==> src/rtl/pokey_mixer_dac.sv <==
// pokey_mixer_dac
//   Final audio stage behind pokeyaudio. It brings the four channel bits and
//   their volumes into the 27 MHz domain, sums the enabled volumes into one
//   6-bit level (0..60) at a fixed sample rate, and drives a single header
//   pin through a 1-bit modulator (first-order sigma-delta or 64-step PWM).
//   It also tracks the peak mixed level for debug.
//
// Ports
//   clk27          27 MHz clock, all logic on its rising edge
//   init_L         asynchronous active-low reset
//   audio1..4      channel bits (foreign clock domain)
//   vol1..4        4-bit channel volumes (foreign clock domain)
//   volOnly        per-channel force bits, bit n-1 = channel n
//   mode           0 = sigma-delta, 1 = PWM
//   mute           forces dac_out low and freezes the modulator state
//   peak_clr       clears the peak meter
//   dac_out        modulated 1-bit audio
//   mix_level      current mixed level, 0..60
//   sample_tick    one-cycle strobe; mix_level and peak carry a new sample
//                  in exactly the cycle this is high (no back-pressure)
//   peak           largest mix_level since reset or the last peak_clr
module pokey_mixer_dac #(
  parameter int SAMPLE_DIV  = 15,
  parameter int SYNC_STAGES = 2
) (
  input  logic       clk27,
  input  logic       init_L,
  input  logic       audio1,
  input  logic       audio2,
  input  logic       audio3,
  input  logic       audio4,
  input  logic [3:0] vol1,
  input  logic [3:0] vol2,
  input  logic [3:0] vol3,
  input  logic [3:0] vol4,
  input  logic [3:0] volOnly,
  input  logic       mode,
  input  logic       mute,
  input  logic       peak_clr,
  output logic       dac_out,
  output logic [5:0] mix_level,
  output logic       sample_tick,
  output logic [5:0] peak
);

  localparam logic [7:0] DIV_LAST = 8'(SAMPLE_DIV - 1);

  // ---------------------------------------------------------------------
  // Synchronisers: single-bit controls and the volume buses share depth.
  // ---------------------------------------------------------------------
  logic [10:0] ctl_in;
  logic [10:0] ctl_sync [SYNC_STAGES];
  logic [15:0] vol_in;
  logic [15:0] vol_sync [SYNC_STAGES];

  assign ctl_in = {peak_clr, mute, mode, volOnly, audio4, audio3, audio2, audio1};
  assign vol_in = {vol4, vol3, vol2, vol1};

  always_ff @(posedge clk27 or negedge init_L) begin
    if (!init_L) begin
      for (int i = 0; i < SYNC_STAGES; i++) begin
        ctl_sync[i] <= '0;
        vol_sync[i] <= '0;
      end
    end else begin
      ctl_sync[0] <= ctl_in;
      vol_sync[0] <= vol_in;
      for (int i = 1; i < SYNC_STAGES; i++) begin
        ctl_sync[i] <= ctl_sync[i-1];
        vol_sync[i] <= vol_sync[i-1];
      end
    end
  end

  logic [3:0] aud_s;
  logic [3:0] vo_s;
  logic       mode_s;
  logic       mute_s;
  logic       clr_s;

  assign {clr_s, mute_s, mode_s, vo_s, aud_s} = ctl_sync[SYNC_STAGES-1];

  // Held volumes: a nibble is accepted only when it has been identical in the
  // last two stages, so a bus caught mid-transition never reaches the mixer.
  logic [15:0] volq;

  always_ff @(posedge clk27 or negedge init_L) begin
    if (!init_L) begin
      volq <= '0;
    end else begin
      for (int n = 0; n < 4; n++) begin
        if (vol_sync[SYNC_STAGES-1][4*n +: 4] == vol_sync[SYNC_STAGES-2][4*n +: 4])
          volq[4*n +: 4] <= vol_sync[SYNC_STAGES-1][4*n +: 4];
      end
    end
  end

  // ---------------------------------------------------------------------
  // Mixer: sum of enabled channel volumes, at most 4 * 15 = 60.
  // ---------------------------------------------------------------------
  logic [5:0] mix_sum;

  always_comb begin
    mix_sum = '0;
    for (int n = 0; n < 4; n++) begin
      if (aud_s[n] | vo_s[n])
        mix_sum = mix_sum + {2'b00, volq[4*n +: 4]};
    end
  end

  // Sample counter, sample strobe, mix register and peak meter.
  logic [7:0] cnt;

  always_ff @(posedge clk27 or negedge init_L) begin
    if (!init_L) begin
      cnt         <= '0;
      sample_tick <= 1'b0;
      mix_level   <= '0;
      peak        <= '0;
    end else begin
      if (cnt == DIV_LAST) begin
        cnt         <= '0;
        sample_tick <= 1'b1;
        mix_level   <= mix_sum;
        // A clear landing on a sample restarts the meter at that sample.
        if (clr_s || (mix_sum > peak))
          peak <= mix_sum;
      end else begin
        cnt         <= cnt + 8'd1;
        sample_tick <= 1'b0;
        if (clr_s)
          peak <= '0;
      end
    end
  end

  // ---------------------------------------------------------------------
  // Modulator. The sigma-delta accumulator only needs its low six bits: the
  // carry out of the add is emitted on dac_out and never fed back.
  // ---------------------------------------------------------------------
  logic       mode_prev;
  logic [5:0] acc;
  logic [5:0] pwmcnt;
  logic [5:0] pwmlvl;
  logic [6:0] sd_sum;

  assign sd_sum = {1'b0, acc} + {1'b0, mix_level};

  always_ff @(posedge clk27 or negedge init_L) begin
    if (!init_L) begin
      mode_prev <= 1'b0;
      acc       <= '0;
      pwmcnt    <= '0;
      pwmlvl    <= '0;
      dac_out   <= 1'b0;
    end else begin
      mode_prev <= mode_s;
      if (mode_s != mode_prev) begin
        // One quiet cycle on a mode change; both modulators restart clean.
        acc     <= '0;
        pwmcnt  <= '0;
        pwmlvl  <= mix_level;
        dac_out <= 1'b0;
      end else if (mute_s) begin
        dac_out <= 1'b0;
      end else if (!mode_s) begin
        acc     <= sd_sum[5:0];
        dac_out <= sd_sum[6];
      end else begin
        pwmcnt <= pwmcnt + 6'd1;
        // Duty is only reloaded at the period boundary.
        if (pwmcnt == 6'd63)
          pwmlvl <= mix_level;
        dac_out <= (pwmcnt < pwmlvl);
      end
    end
  end

endmodule

==> config.mk <==
export PLATFORM = sky130hd
export DESIGN_NAME = pokey_mixer_dac
export DESIGN_NICKNAME = d
export VERILOG_FILES = /design/src/rtl/pokey_mixer_dac.sv
export SDC_FILE = /design/constraint.sdc
export NUM_CORES = 1
export LEC_CHECK = 0
export CORE_MARGIN = 2
export CORE_UTILIZATION = 55
export DETAILED_ROUTE_END_ITERATION = 16
export GPL_ROUTABILITY_DRIVEN = 0
export GPL_TIMING_DRIVEN = 0
export PLACE_DENSITY = 0.79
export REMOVE_ABC_BUFFERS = 1
export SLEW_MARGIN = 20
export SYNTH_ARGS = -nofsm -noshare
export SYNTH_HDL_FRONTEND = slang
export SYNTH_SLANG_ARGS = --single-unit
export TNS_END_PERCENT = 10
==> constraint.sdc <==
create_clock -name clk27 -period 5.53 [get_ports clk27]
set_input_delay 0.8295 -clock clk27 [delete_from_list [all_inputs] [get_ports clk27]]
set_output_delay 0.8295 -clock clk27 [all_outputs]
set_load 0.05 [all_outputs]
; ---- After elaboration in Yosys (flattened, before gate mapping)
; Cells that the tools add are included.
; W data, S select, Z words.
[totals]
output_inout_bits = 14
wordCells = 69
regBits = 111
[op_classes]
bitwise_logic = 4
add_sub_neg = 6
eq_ne = 10
magnitude_cmp = 2
muxes = 22
reduce_logical = 8
[op_table]
columns = op, n
row1 = $mux W6, 16
row2 = $add A6 B4 Y6, 3
row3 = $eq A4 B4 Y1, 4
row4 = $add A8 B1 Y8 const B, 1
row5 = $eq A8 B4 Y1 const B, 1
row6 = $mux W8, 1
row7 = $add A6 B6 Y7, 1
row8 = $add A6 B1 Y6 const B, 1
row9 = $eq A6 B6 Y1 const B, 1
row10 = $gt A6 B6 Y1, 1
row11 = $lt A6 B6 Y1, 1
row12 = $ne A2 B1 Y1 const B, 3
row13 = $reduce_and A2 Y1, 3
row14 = $reduce_bool A2 Y1, 3
row15 = $mux W1, 4
row16 = $mux W4, 1
row17 = $or A1 B1 Y1, 4
row18 = $reduce_and A3 Y1, 1
row19 = $logic_or A1 B1 Y1, 1
row20 = $ne A1 B1 Y1, 1

; ---- Logic depth before layout (Yosys ltp)
[depth]
word_depth = 12
ltp_mapped = 24

; ---- Worst setup path before layout
; No wires, ideal clock.
[synth_timing]
kind = reg-to-reg
from = register ctl_sync[4] (netlist name)
to = register peak[0]
setup_ps = 125
t_arrival_ps = 4904
path_slack_ps = 501
period_less_slack_ps = 5029
n_path_buf = 0
stages_incl_launch_ff = 24
cell_sequence = dfrtp_1 -> o21a_1 -> ha_1 -> inv_1 -> fa_1 -> nor2b_1 -> or4_4 -> nand2_1 -> ha_1 -> o21ai_0 -> xnor2_1 -> mux2_2 -> ha_1 -> o211ai_1 -> o221ai_1 -> nand4_1 -> o211a_1 -> or2_2 -> ha_1 -> nand3_1 -> o22ai_1 -> a21oi_1 -> a21oi_2 -> mux2_2
[synth_between]
elab_chain_len = 12
word_cells_on_any_way = 14
cone_classes = add/sub (3) / order compare (1) / eq/ne (1) / mux (6) / bitwise (1) / reduce/logical (2)
[synth_lines]
columns = item, line
row1 = start: declaration, 52  ; logic [10:0] ctl_sync [SYNC_STAGES];
row2 = start signal: indexed assignment, 69  ; ctl_sync[i] <= ctl_sync[i-1];
row3 = $or A1 B1 Y1 (*), 106  ; if (aud_s[n] | vo_s[n])
row4 = $mux W4 (*), 106
row5 = $add A6 B4 Y6, 107  ; mix_sum = mix_sum + {2'b00, volq[4*n +: 4]};
row6 = $mux W6 (*), 106
row7 = $add A6 B4 Y6, 107
row8 = $mux W6 (*), 106
row9 = $add A6 B4 Y6, 107
row10 = $mux W6 (*), 106
row11 = named net mix_sum[5], 101  ; logic [5:0] mix_sum;
row12 = $gt A6 B6 Y1 (*), 126  ; if (clr_s || (mix_sum > peak))
row13 = $logic_or A1 B1 Y1 (*), 126
row14 = $ne A2 B1 Y1 (no source line) (*), n/a
row15 = $reduce_and A2 Y1 (no source line) (*), n/a
row16 = end signal: assignment, 127  ; peak <= mix_sum;
row17 = end: declaration, 43  ; output logic [5:0] peak
; The timed path passes the listed nets; every way through them passes the cells marked *. The select of a mux whose other input is x is not followed.
; A chain may end at the register's enable or synchronous reset.

; ---- Worst setup path after layout
[layout_timing]
from = register ctl_sync (netlist bit aud_s[0])
to = register peak[1]
; Same word-level chain as after synthesis.

==> impl_metrics.sql <==
INSERT INTO impl_metrics (metric_group, metric, value, unit) VALUES
('route', 'antenna_violating_nets_post_route', '0', ''),
('route', 'vias_per_cell', '5.58', ''),
('sta', 'timing.final.crit_share', '0.967', ''),
('sta', 'timing_worst_slew_pin_value', '756', 'ps'),
('logic_synthesis', 'yosys.area.top_type_share', '0.557', ''),
('floorplanning', 'die_wd', '99.2', 'um'),
('cts', 'cts_tree', 'done', ''),
('floorplanning', 'ios', '43', ''),
('route', 'drc', '0', ''),
('cts', 'cts-buffers-inserted', '9', ''),
('critical_path', 'cpMostUsedCell', 'sky130_fd_sc_hd__ha_1', ''),
('final_layout', 'syn2layout_area_growth', '16.4', '%'),
('placement', 'port_buffers', '42', ''),
('critical_path', 'worst_setup_path_startpoint', 'aud_s[0]', ''),
('cts', 'clkLatencyLatePin', '380', 'ps'),
('final_layout', 'postLayoutCellArea', '5800', 'sq um'),
('critical_path', 'reg2reg_end', 'peak[1]', ''),
('route', 'finalWirelength', '9.07', 'mm'),
('logic_synthesis', 'synthArstFlopShare', '1.00', ''),
('critical_path', 'startpoint_type', 'flip-flop', ''),
('pwr', 'power_leakage', '2.67', 'nW'),
('route', 'drt-wirelength-per-cell', '15.6', 'um'),
('final_layout', 'final_layout_size_suffix_gt1_frac', '0.122', ''),
('cts', 'cts.sinks', '111', ''),
('status', 'status', 'completed', ''),
('critical_path', 'worst_path_max_delay_cell', 'sky130_fd_sc_hd__dfrtp_1', ''),
('logic_synthesis', 'ys_types', '51', ''),
('sta', 'finClkSkew', '9.65', 'ps'),
('final_layout', 'count_of_inserted_antenna_diode_cells', '0', ''),
('critical_path', 'kind_of_cell_adding_the_most_delay_to_the_critical_path', 'adder cells', ''),
('final_layout', 'finalNonFillerCells', '583', ''),
('global_routing', 'grt_max_degree', '63', ''),
('final_layout', 'final_core_utilization', '0.662', ''),
('critical_path', 'timing.critical_path.fanout_max', '6', ''),
('critical_path', 'critical_path_buf_inv_count', '2', ''),
('global_routing', 'via_count_of_the_first_global_routing_pass', '3274', ''),
('route', 'drt_first_iter_violations', '87', ''),
('floorplanning', 'starting_density_of_the_core', '0.569', ''),
('global_routing', 'grt_overflow', '0', ''),
('sta', 'post-route-min-period', '5350', 'ps'),
('global_routing', 'antenna_found_initial', '0', ''),
('placement', 'placed_cell_area', '5550', 'sq um'),
('floorplanning', 'fp.dieArea', '9840', 'sq um'),
('sta', 'relSlewSlack', '0.491', ''),
('critical_path', 'worstSetupPathType', 'flip-flop to flip-flop', ''),
('hold_path', 'min-delay-path-class', 'flip-flop to flip-flop', ''),
('logic_synthesis', 'syn_area_per_cell', '11.9', 'sq um'),
('sta', 'setup_viol', '0', ''),
('floorplanning', 'core_region_area', '8760', 'sq um'),
('critical_path', 'regToRegSetupSlack', '180', 'ps'),
('logic_synthesis', 'syn_area', '4980', 'sq um'),
('route', 'firstDrtPassIters', '4', ''),
('critical_path', 'crit_path_cell_trace', 'o21ai_2 -> inv_1 -> ha_1 -> a21o_1 -> maj3_1 -> xnor2_1 -> mux2i_1 -> ha_1 -> xnor2_1 -> mux2_2 -> ha_4 -> o211ai_1 -> o221ai_2 -> nand4_1 -> o211a_1 -> or2_2 -> ha_1 -> nand3_1 -> o22ai_1 -> a21oi_1 -> a21oi_2 -> buf_4 -> mux2_2', ''),
('pwr', 'powerDensity', '543', 'nW/um^2'),
('critical_path', 'max_stage_delay', '420', 'ps'),
('logic_synthesis', 'synth_sequential_area_ratio', '0.557', ''),
('pwr', 'worst_ir_drop_vdd', '0.000307', 'V'),
('logic_synthesis', 'post_synth_edffs', '0', ''),
('cts', 'clock_tree_buffer_depth', '2', ''),
('floorplanning', 'dieHeight', '99.2', 'um'),
('logic_synthesis', 'synth_top_cell_by_area', 'sky130_fd_sc_hd__dfrtp_1', ''),
('final_layout', 'finalNetCount', '536', ''),
('placement', 'dpl.cell_count', '565', ''),
('sta', 'timing_max_transition_violations_final', '0', ''),
('critical_path', 'critPathArrivalTime', '5610', 'ps'),
('critical_path', 'critical_path_required', '5790', 'ps'),
('job', 'cap_viol_max_count', '0', ''),
('logic_synthesis', 'post_synth_inst_count', '419', ''),
('logic_synthesis', 'synth.area.top_cells', 'sky130_fd_sc_hd__dfrtp_1 (56%), sky130_fd_sc_hd__ha_1 (8.3%), sky130_fd_sc_hd__mux2_2 (4.7%)', ''),
('cts', 'clk_pin_slew', '110', 'ps'),
('cts', 'htree_num_levels', '3', '');
==> through the flow <==
stage          power (W)  hold WS [ps]  setup WS, ps
6_report         0.00315           362           183
3_3_place_gp     0.00242           334          -335
5_1_grt          0.00338           368         -59.4
2_1_floorplan    0.00215           331           501
4_1_cts          0.00303           365          53.3
3_5_place_dp     0.00252           335         -30.1
==> cell usage in the layout (no fill, tap or decap), drive strengths merged, types with 7 or more instances in the layout <==
master and instances:
nor2 22, nor3 7, clkbuf 10, nand2 32
ha 33, mux2 22, xnor2 25, inv 29
xor2 9, a21o 13, o21ai 26, a21oi 18
dfrtp 111, clkdlybuf4s50 41
==> worst max path at each step <==
stage	to	slack [ps]	depth (start not counted)
after detailed placement	peak[1]	-30	24
after CTS	peak[1]	50	24
after floorplan	peak[0]	500	23
after global routing	peak[4]	-60	25
after global placement	vol_sync[31]	-340	1
final	peak[1]	180	23
==> metal layers <==
layer	global-route usage	share of wire	vias to the layer above
li1	-	-	1550
met1	0.238	0.42	1628
met2	0.343	0.53	60
met3	0.0408	0.035	17
met4	0.0738	0.023	0
met5	0	0	-
==> layout make-up <==
cell class	instances	area (sq um)
Clock inverter	6	60.1
Inverter	24	90.1
Tap cell	108	135
Fill cell	658	2960
Clock buffer	10	128
Multi-Input combinational cell	279	2150
Timing Repair Buffer	45	464
Sequential cell	111	2780
==> what timing repair did <==
item                                    4_1_cts  5_1_grt
hold buffers                                  0        0
pin swaps                                     1        4
gates cloned                                  0        0
gates resized for setup                       1        9
setup buffers                                 1        1
endpoints found under the setup margin        5        6
==> kinds of logic (layout without fill, tap and decap cells) <==
kind of cell,after synthesis,count (layout),share of synthesized area
flip-flops,111,111,0.557
AND/OR/NAND/NOR,98,98,0.0964
AO/OA/AOI/OAI,83,83,0.106
adder cells (fa/ha/maj),38,38,0.101
XOR/XNOR,34,34,0.0597
buffers and inverters,29,85,0.0221
multiplexers,26,26,0.0577
==> state kept, by name, indices dropped and copies added, names as in the netlist <==
name / count
vol_sync: 32
ctl_sync: 17
volq: 16
cnt: 8
acc: 6
mix_level: 6
peak: 6
pwmcnt: 6
pwmlvl: 6
aud_s: 4
clr_s: 1
dac_out: 1
mode_prev: 1
sample_tick: 1
==> cell usage after synthesis, drive strengths merged (2+ instances only) <==
master,instances
nand4,4
xnor2,25
and2,3
inv,24
nand2,32
or4,2
a21o,13
fa,4
nand2b,3
a21oi,18
or2,4
nand3,6
a31oi,2
ha,33
nor2,22
o211ai,3
a211oi,3
mux2,22
mux2i,4
xor2,9
and3,3
o22ai,2
o21ai,26
a22oi,4
nor3,7
dfrtp,111
o21a,5
clkbuf,4
nor2b,6
==> worst reg2reg max path: cells and delay by family, from the launching register on <==
kind                       cells  cell delay (ps)
AOI/OAI and AO/OA              8             1270
xor gates and xnor gates       2              400
adders and majority gates      5             1600
DFF                            1              420
buffers and inverters          2              230
muxes                          3              820
and+or+nand+nor                3              470
==> where the power goes <==
group	internal, W	switching [W]	total (W)
registers	0.000943	0.000121	0.00106
logic	0.000756	0.000861	0.00162
clock network	0.000178	0.000292	0.000470
Power figures use the tool's default switching activity.
